<file path="config.mk">
export PLATFORM = sky130hd
export DESIGN_NAME = rf_wr_arb_flat
export DESIGN_NICKNAME = d
export VERILOG_FILES = /design/src/rtl/rf_wr_arb_if.sv /design/src/rtl/rf_wr_arb.sv /design/src/flat_wrapper.sv
export SDC_FILE = /design/constraint.sdc
export NUM_CORES = 1
export LEC_CHECK = 0
export ABC_AREA = 1
export CAP_MARGIN = 40
export CORE_ASPECT_RATIO = 2
export CORE_UTILIZATION = 41
export CTS_CLUSTER_SIZE = 8
export DETAILED_ROUTE_END_ITERATION = 6
export GPL_ROUTABILITY_DRIVEN = 1
export GPL_TIMING_DRIVEN = 0
export PLACE_DENSITY = 0.85
export SYNTH_ARGS = -nofsm -noshare
export SYNTH_HDL_FRONTEND = slang
export SYNTH_SLANG_ARGS = --single-unit
</file>
<file path="constraint.sdc">
create_clock -name clk -period 1.7 [get_ports clk]
set_input_delay 0.255 -clock clk [delete_from_list [all_inputs] [get_ports clk]]
set_output_delay 0.255 -clock clk [all_outputs]
set_load 0.01 [all_outputs]
</file>
<file path="src/rtl/rf_wr_arb_if.sv">
// Client-side and register-file-side signals of the write-port controller.
//   clr            : one-cycle pulse, restart the zero-fill sweep
//   req0/1         : client write requests (level, held until granted)
//   wa0/1, wd0/1   : client write address / data
//   gnt0/1         : combinational grants
//   ready          : combinational, high once the sweep has finished
//   rf_we/wa/wd    : registered register-file write port
interface rf_wr_arb_if #(
    parameter int unsigned AW = 5,
    parameter int unsigned DW = 16
);
    logic          clr;
    logic          req0;
    logic          req1;
    logic [AW-1:0] wa0;
    logic [AW-1:0] wa1;
    logic [DW-1:0] wd0;
    logic [DW-1:0] wd1;
    logic          gnt0;
    logic          gnt1;
    logic          ready;
    logic          rf_we;
    logic [AW-1:0] rf_wa;
    logic [DW-1:0] rf_wd;

    // Client / testbench side
    modport master (
        output clr, req0, req1, wa0, wa1, wd0, wd1,
        input  gnt0, gnt1, ready, rf_we, rf_wa, rf_wd
    );

    // Controller side
    modport slave (
        input  clr, req0, req1, wa0, wa1, wd0, wd1,
        output gnt0, gnt1, ready, rf_we, rf_wa, rf_wd
    );
endinterface

</file>
<file path="src/rtl/rf_wr_arb.sv">
// Write-port controller for a 2^AW x DW register file.
// Zero-fills every entry after reset or on clr, then shares the single write
// port between two clients with round-robin arbitration. Write controls to
// the register file are registered (one pipeline stage).
//   clk  : clock, rising edge
//   rstn : asynchronous active-low reset
//   bus  : rf_wr_arb_if slave modport (client requests/grants, ready, rf write port)
module rf_wr_arb #(
    parameter int unsigned AW = 5,
    parameter int unsigned DW = 16
) (
    input  logic        clk,
    input  logic        rstn,
    rf_wr_arb_if.slave  bus
);

    localparam logic [AW-1:0] CNT_LAST = AW'((1 << AW) - 1);

    typedef enum logic {
        INIT = 1'b0,
        ARB  = 1'b1
    } state_t;

    state_t        state_q, state_d;
    logic [AW-1:0] cnt_q, cnt_d;
    logic          ptr_q, ptr_d;
    logic          we_q, we_d;
    logic [AW-1:0] wa_q, wa_d;
    logic [DW-1:0] wd_q, wd_d;
    logic          gnt0_c, gnt1_c;

    // State and write-port registers; reset drops any pending write.
    always_ff @(posedge clk or negedge rstn) begin
        if (!rstn) begin
            state_q <= INIT;
            cnt_q   <= '0;
            ptr_q   <= 1'b0;
            we_q    <= 1'b0;
            wa_q    <= '0;
            wd_q    <= '0;
        end else begin
            state_q <= state_d;
            cnt_q   <= cnt_d;
            ptr_q   <= ptr_d;
            we_q    <= we_d;
            wa_q    <= wa_d;
            wd_q    <= wd_d;
        end
    end

    // Next-state, grant and write-port selection.
    always_comb begin
        state_d = state_q;
        cnt_d   = cnt_q;
        ptr_d   = ptr_q;
        we_d    = 1'b0;
        wa_d    = wa_q;
        wd_d    = wd_q;
        gnt0_c  = 1'b0;
        gnt1_c  = 1'b0;

        unique case (state_q)
            INIT: begin
                if (bus.clr) begin
                    // Restart the sweep; this cycle writes nothing.
                    cnt_d = '0;
                end else begin
                    we_d  = 1'b1;
                    wa_d  = cnt_q;
                    wd_d  = '0;
                    cnt_d = cnt_q + AW'(1);
                    if (cnt_q == CNT_LAST) begin
                        state_d = ARB;
                    end
                end
            end
            ARB: begin
                if (bus.clr) begin
                    // clr beats any request; ptr is kept across the sweep.
                    state_d = INIT;
                    cnt_d   = '0;
                end else if (bus.req0 && (!bus.req1 || !ptr_q)) begin
                    gnt0_c = 1'b1;
                    ptr_d  = 1'b1;
                    we_d   = 1'b1;
                    wa_d   = bus.wa0;
                    wd_d   = bus.wd0;
                end else if (bus.req1) begin
                    gnt1_c = 1'b1;
                    ptr_d  = 1'b0;
                    we_d   = 1'b1;
                    wa_d   = bus.wa1;
                    wd_d   = bus.wd1;
                end
            end
            default: begin
                state_d = INIT;
            end
        endcase
    end

    assign bus.gnt0  = gnt0_c;
    assign bus.gnt1  = gnt1_c;
    assign bus.ready = (state_q == ARB);
    assign bus.rf_we = we_q;
    assign bus.rf_wa = wa_q;
    assign bus.rf_wd = wd_q;

endmodule

</file>
<file path="src/flat_wrapper.sv">
// flat-port wrapper written by rule: the top's interface ports become plain ports
module rf_wr_arb_flat 
#(
    parameter int unsigned AW = 5,
    parameter int unsigned DW = 16
)
  (clk, rstn, bus_clr, bus_req0, bus_req1, bus_wa0, bus_wa1, bus_wd0, bus_wd1, bus_gnt0, bus_gnt1, bus_ready, bus_rf_we, bus_rf_wa, bus_rf_wd);
  rf_wr_arb_if #(.AW(AW), .DW(DW)) bus_i ();
  input  logic clk;
  input  logic rstn;
  input wire logic [$bits(bus_i.clr)-1:0] bus_clr;
  input wire logic [$bits(bus_i.req0)-1:0] bus_req0;
  input wire logic [$bits(bus_i.req1)-1:0] bus_req1;
  input wire logic [$bits(bus_i.wa0)-1:0] bus_wa0;
  input wire logic [$bits(bus_i.wa1)-1:0] bus_wa1;
  input wire logic [$bits(bus_i.wd0)-1:0] bus_wd0;
  input wire logic [$bits(bus_i.wd1)-1:0] bus_wd1;
  output wire logic [$bits(bus_i.gnt0)-1:0] bus_gnt0;
  output wire logic [$bits(bus_i.gnt1)-1:0] bus_gnt1;
  output wire logic [$bits(bus_i.ready)-1:0] bus_ready;
  output wire logic [$bits(bus_i.rf_we)-1:0] bus_rf_we;
  output wire logic [$bits(bus_i.rf_wa)-1:0] bus_rf_wa;
  output wire logic [$bits(bus_i.rf_wd)-1:0] bus_rf_wd;
  assign bus_i.clr = bus_clr;
  assign bus_i.req0 = bus_req0;
  assign bus_i.req1 = bus_req1;
  assign bus_i.wa0 = bus_wa0;
  assign bus_i.wa1 = bus_wa1;
  assign bus_i.wd0 = bus_wd0;
  assign bus_i.wd1 = bus_wd1;
  assign bus_gnt0 = bus_i.gnt0;
  assign bus_gnt1 = bus_i.gnt1;
  assign bus_ready = bus_i.ready;
  assign bus_rf_we = bus_i.rf_we;
  assign bus_rf_wa = bus_i.rf_wa;
  assign bus_rf_wd = bus_i.rf_wd;
  rf_wr_arb #(.AW(AW), .DW(DW)) u_core (.clk(clk), .rstn(rstn), .bus(bus_i));
endmodule
</file>
# Word-level counts from Yosys, hierarchy flattened
# Cells that the tools add are included.
[word_totals]
ff_bits = 29
latchBits = 0
out_inout_bits = 25
n_memories = 0
romBits = 0
inputBits = 47
mem_bits_rw = 0
wordCells = 50
[op_classes]
magnitude_cmp = 0
n_reduce_logical = 7
n_shift = 0
add_sub_neg = 1
bitwise_logic = 2
mux = 29
eq_ne = 5
multipliers = 0
n_div = 0
[ops]
columns = ["op", "count"]
rows = [
  ["$mux W16", 4],
  ["$pmux W16 S2", 1],
  ["$mux W5", 6],
  ["$pmux W5 S2", 2],
  ["$mux W1", 14],
  ["$ne A2 B2 Y1 const B", 3],
  ["$reduce_and A3 Y1", 2],
  ["$add A5 B1 Y5 const B", 1],
  ["$eq A5 B5 Y1 const B", 1],
  ["$pmux W1 S2", 2],
  ["$ne A3 B3 Y1 const B", 1],
  ["$logic_not A1 Y1", 2],
  ["$not A1 Y1", 2],
  ["$reduce_bool A2 Y1", 1],
  ["$logic_and A1 B1 Y1", 1],
  ["$logic_or A1 B1 Y1", 1],
]

# Longest topological paths before layout
# Gate-level depths: netlist of run 1.
[depth]
depth_word = 6
mapped_depth = 7
ltp_nobuf = 6

# Worst setup path after synthesis of run 1
# No wires, ideal clock.
[synth_timing]
path_type = "flip-flop to output port"
start = "reg u_core.ptr_q"
end = "out bus_gnt1"
required_time_ps = 1445
n_path_buf = 1
setup_slack_ps = 409
stages_incl_launch_ff = 6
arrival_ps = 1036
path_cell_list = "dfrtp_1 nand2_1 nand2_1 buf_4 inv_1 nor3b_1"
[synth_via]
elab_chain_cells = 6
[synth_rtl]
columns = ["item", "line_no", "text"]
rows = [
  ["start, declared", "rf_wr_arb.sv:26", "logic ptr_q, ptr_d;"],
  ["start signal, assigned", "rf_wr_arb.sv:44", "ptr_q <= ptr_d;"],
  ["$logic_not A1 Y1", "rf_wr_arb.sv:82", "end else if (bus.req0 && (!bus.req1 || !ptr_q)) begin"],
  ["$logic_or A1 B1 Y1", "rf_wr_arb.sv:82", ""],
  ["$logic_and A1 B1 Y1", "rf_wr_arb.sv:82", ""],
  ["$mux W1", "rf_wr_arb.sv:82", ""],
  ["$mux W1", "rf_wr_arb.sv:78", "if (bus.clr) begin"],
  ["$mux W1", "rf_wr_arb.sv:62", "unique case (state_q)"],
  ["end, declared", "flat_wrapper.sv:19", "output wire logic [$bits(bus_i.gnt1)-1:0] bus_gnt1;"],
]
# No other way between the ends.

# Worst setup path after layout of run 1
# Same ends and word-level chain as after synthesis.

==> results of run 1 <==
## worst max path at each step
stage / from / to / slack, ps
6_report: u_core.ptr_q$_DFFE_PN0P_ / bus_gnt1 / 80
5_1_grt: u_core.ptr_q$_DFFE_PN0P_ / bus_gnt1 / 20
4_1_cts: u_core.ptr_q$_DFFE_PN0P_ / bus_gnt1 / 4
3_5_place_dp: bus_req1 / bus_gnt1 / -680
3_3_place_gp: bus_req1 / bus_gnt1 / -710
2_1_floorplan: u_core.ptr_q$_DFFE_PN0P_ / bus_gnt1 / 410
## power breakdown
group | switching [mW] | internal (mW)
logic | 0.124 | 0.162
clock network | 0.254 | 0.477
registers | 0.0114 | 0.708
total | 0.389 | 1.35
## sequential cells by signal (all words and copies together) (netlist names)
register          flops
u_core.bus.rf_wd     16
u_core.bus.rf_we      1
u_core.ptr_q          1
u_core.cnt_q          5
u_core.bus.ready      1
u_core.bus.rf_wa      5
## worst max-delay path, delay by kind of cell (launching register included)
family / cells / cell delay (ps)
AND/OR/NAND/NOR: 3 / 310
flip-flops: 1 / 360
buffers and inverters: 3 / 420
## metrics by stage
stage | setup TNS [ps] | setup slack (ps)
2_1_floorplan | 0 | 409
3_3_place_gp | -6110 | -707
3_5_place_dp | -2100 | -684
4_1_cts | 0 | 4.48
5_1_grt | 0 | 20.1
6_report | 0 | 79.7
## layout make-up
cell class                 count  area, um^2
clock buffer                   7        86.3
clock inverter                 1        30.0
buffer                         9        78.8
timing repair buffer          79         772
fill                         308        1130
inverter                      33         124
sequential                    29         726
multi-input combinational    129         681
tap                           49        61.3
## metal layers
| layer | up-vias | GRT usage, % | wire, um |
|---|---|---|---|
| met1 | 779 | 25.6 | 1550 |
| met5 | - | 0 | 0 |
| met4 | 0 | 9.80 | 128 |
| li1 | 793 | - | - |
| met3 | 15 | 4.02 | 187 |
| met2 | 56 | 43.9 | 2610 |
## cells in the final DEF, fill, tap and decap left out, types with 5 or more instances in the layout
cell,n
sky130_fd_sc_hd__buf_6,5
sky130_fd_sc_hd__nand3b_1,5
sky130_fd_sc_hd__nand2_1,62
sky130_fd_sc_hd__nor2_1,18
sky130_fd_sc_hd__clkdlybuf4s50_1,67
sky130_fd_sc_hd__o211ai_2,9
sky130_fd_sc_hd__o211ai_1,7
sky130_fd_sc_hd__buf_4,8
sky130_fd_sc_hd__inv_1,32
sky130_fd_sc_hd__dfrtp_1,29
sky130_fd_sc_hd__a21oi_1,6
sky130_fd_sc_hd__nand3_1,7
sky130_fd_sc_hd__clkbuf_8,6
## kinds of logic after synthesis
| family | Yosys count | synth area share [%] |
|---|---|---|
| and+or+nand+nor | 100 | 26.1 |
| adders and majority gates | 2 | 1.57 |
| AOI/OAI and AO/OA | 27 | 14.5 |
| buffers and inverters | 42 | 12.2 |
| DFF | 29 | 45.5 |
## repair_timing
| item | in CTS | in global routing |
|---|---|---|
| setup endpoints to repair | 2 | 2 |
| buffers inserted | 2 | 5 |
| endpoints found under the hold margin | 0 | 0 |
| pin swaps | 1 | 0 |
| hold buffers | 0 | 0 |
| resized for setup | 11 | 2 |
==> results.md, run 1 <==
- The slew of the pin with the lowest slew margin is 582 ps.
- The repair_antennas step left the layout with diodes totalling 0.
- The kind of end point of the critical path is an output port.
- The critical path is of the reg -> out type.
- The worst register-to-register path has a depth of 7.
- The clock latency reported for the late side of the worst-skew pair is 280 ps.
- The critical register-to-register path startpoint is u_core.ptr_q$_DFFE_PN0P_.
- Yosys instantiated no cell more often than sky130_fd_sc_hd__nand2_1.
- In the global route stage, overall resource usage came out at 24.3%.
- The initialized floorplan defines 31 standard-cell rows.
- Each instance of the synthesized netlist takes up on average 7.97 um^2.
- The root buffer cell chosen for the clock tree is sky130_fd_sc_hd__clkbuf_8.
- The number of buffers created by CTS is 5.
- TritonCTS built the clock tree.
- The worst register-to-register path ends at u_core.bus.rf_wd[5]$_DFFE_PN0P_.
- The highest cell delay on the worst timing path is 360 ps.
- Using the TritonRoute via totals, the vias-per-cell ratio works out to 4.89.
- At the end of the flow the core is filled with cells to 69.4%.
- The routability congestion estimate from global placement is 0.877.
- The core outline area is 0.00368 mm^2.
- Summed over all layers, the routed wires come to 4.48 mm.
- The register clock-pin slew on the reported worst setup and hold paths is 60 ps.
- The first global-routing pass estimated 7.38 mm of wire.
- The worst path uses 95.3% of the clock period.
- For the worst setup path, the data required time is 1440 ps.
- After synthesis, the cell types taking the most area are sky130_fd_sc_hd__dfrtp_1, sky130_fd_sc_hd__nand2_1, sky130_fd_sc_hd__inv_1, sky130_fd_sc_hd__o211ai_2, sky130_fd_sc_hd__nor2_1.
- Power spread over the standard cell area amounts to 679 mW/mm^2.
- For this run, the top clock speed supported by timing is 617 MHz.
- The analysis attributes to cell leakage a power of 1.31 nW.
- Counting distinct cell types in the post-synthesis netlist gives 20.
- The total non-filler cell area in the finished layout is 0.00256 mm^2.
- The die covers 0.00416 mm^2.
- In this run the cell area measured after placement is 0.00238 mm^2.
- The min-delay analysis places its worst path in the category in -> async.
- The maximum VDD drop is 0.573 mV.
- The via count of the first global-routing pass was 1677.
- The worst path in the final design needs a cycle of 1620 ps, including I/O delays and setup.
- The completed layout was analyzed and its total power is 1.74 mW.
- Setup repair after global routing left no endpoint under its margin.
- Of the cells placed in the final design, the portion with a size suffix greater than 1 is 14.3%.
- The number of standard cells in the layout, taps in and fillers out is 336.
- The maximum count of clock buffers along a single path is 2.
- The initial utilization of the core area, before any placement, comes to 43.3%.
- The post-detailed-route count of antenna-violating nets is 0.
- Walking the worst path, the cells encountered are nand2_2, nand2_1, buf_6, inv_1, nor3b_2, clkdlybuf4s15_2.
- The die width is 46.1 um.
- The post-synthesis async set-or-reset flop share is 100%.
- The leftover overflow at the end of global routing is 0.
- In this run the worst path has a maximum fanout of 4.
- The slack of the worst reg-to-reg path is 330 ps.
- The deepest level of the CTS H-tree is 2.
- The max-slew headroom at the worst pin is 61.1%.
- The final setup violation count is 0.
- The total half-perimeter wirelength after legalization and detailed placement is 3.28 mm.
- The number of max-cap violations is 0.
- During placement, the flow inserted port buffers numbering 71.
- 72 I/O pins were placed.
- Between clock sinks in the finished design, the worst skew comes to 5.07 ps.
- Yosys printed 0 warnings.
- Across all layers, the routed design uses 1643 vias.
- In the final routed layout, each cell accounts on average for 13.3 um.
- Synthesis inferred 29 register bits.
- The final hold violation count is 0.
- The cell area that synthesis handed to floorplanning was 0.00159 mm^2.
- When the netlist entered floorplanning its net count stood at 249.
- The growth of design area from synthesis to finish is 60.5%.
- The slowest stage of the critical path is the sky130_fd_sc_hd__dfrtp_1 cell.
- From bottom edge to top edge, the die measures 90.2 um.
- The first routing iteration left 27 violations.
- Yosys mapped a number of flops with a built-in enable equal to 0.
- Final hold analysis gives a worst-case slack of 352 ps.
- Of all cell types, the one taking the most synthesized area is sky130_fd_sc_hd__dfrtp_1.
- Entering global routing, the biggest net connects 19 pins.
- The data arrival time of the critical path is 1370 ps.
- The number of max-slew violations in the final report is 0.
- The post-synthesis instance total is 200.
- The part of the Yosys area used for sequential elements is 45.5%.
- The area share of the largest cell type after synthesis is 45.5%.
- The run finished with clean final reports.
- The first detailed-routing pass took 4 iterations.
- The cell count after placement is 321.
- The initial antenna violation count is 0.
- The final net count is 335.
- STA classifies the critical path startpoint as a flip-flop.
- Counting instances in the post-synthesis netlist gives the leading cell types as sky130_fd_sc_hd__nand2_1, sky130_fd_sc_hd__inv_1, sky130_fd_sc_hd__dfrtp_1.
- In the synthesized netlist the dominant register cell turns out to be sky130_fd_sc_hd__dfrtp_1.
- For this run, design rule violations remaining after detail routing come to 0.
- The tree built by TritonCTS fans out to 29 sinks.
(Power assumes the default switching activity.)
==> run 2: changes to the inputs <==
--- a/config.mk
+++ b/config.mk
@@ -9,6 +9,7 @@
 export CAP_MARGIN = 40
 export CORE_ASPECT_RATIO = 2
 export CORE_UTILIZATION = 41
+export CTS_CLUSTER_DIAMETER = 30
 export CTS_CLUSTER_SIZE = 8
 export DETAILED_ROUTE_END_ITERATION = 6
 export GPL_ROUTABILITY_DRIVEN = 1
==> results of run 2 <==
The final DEF is identical to that of run 1; final timing and power are the same.
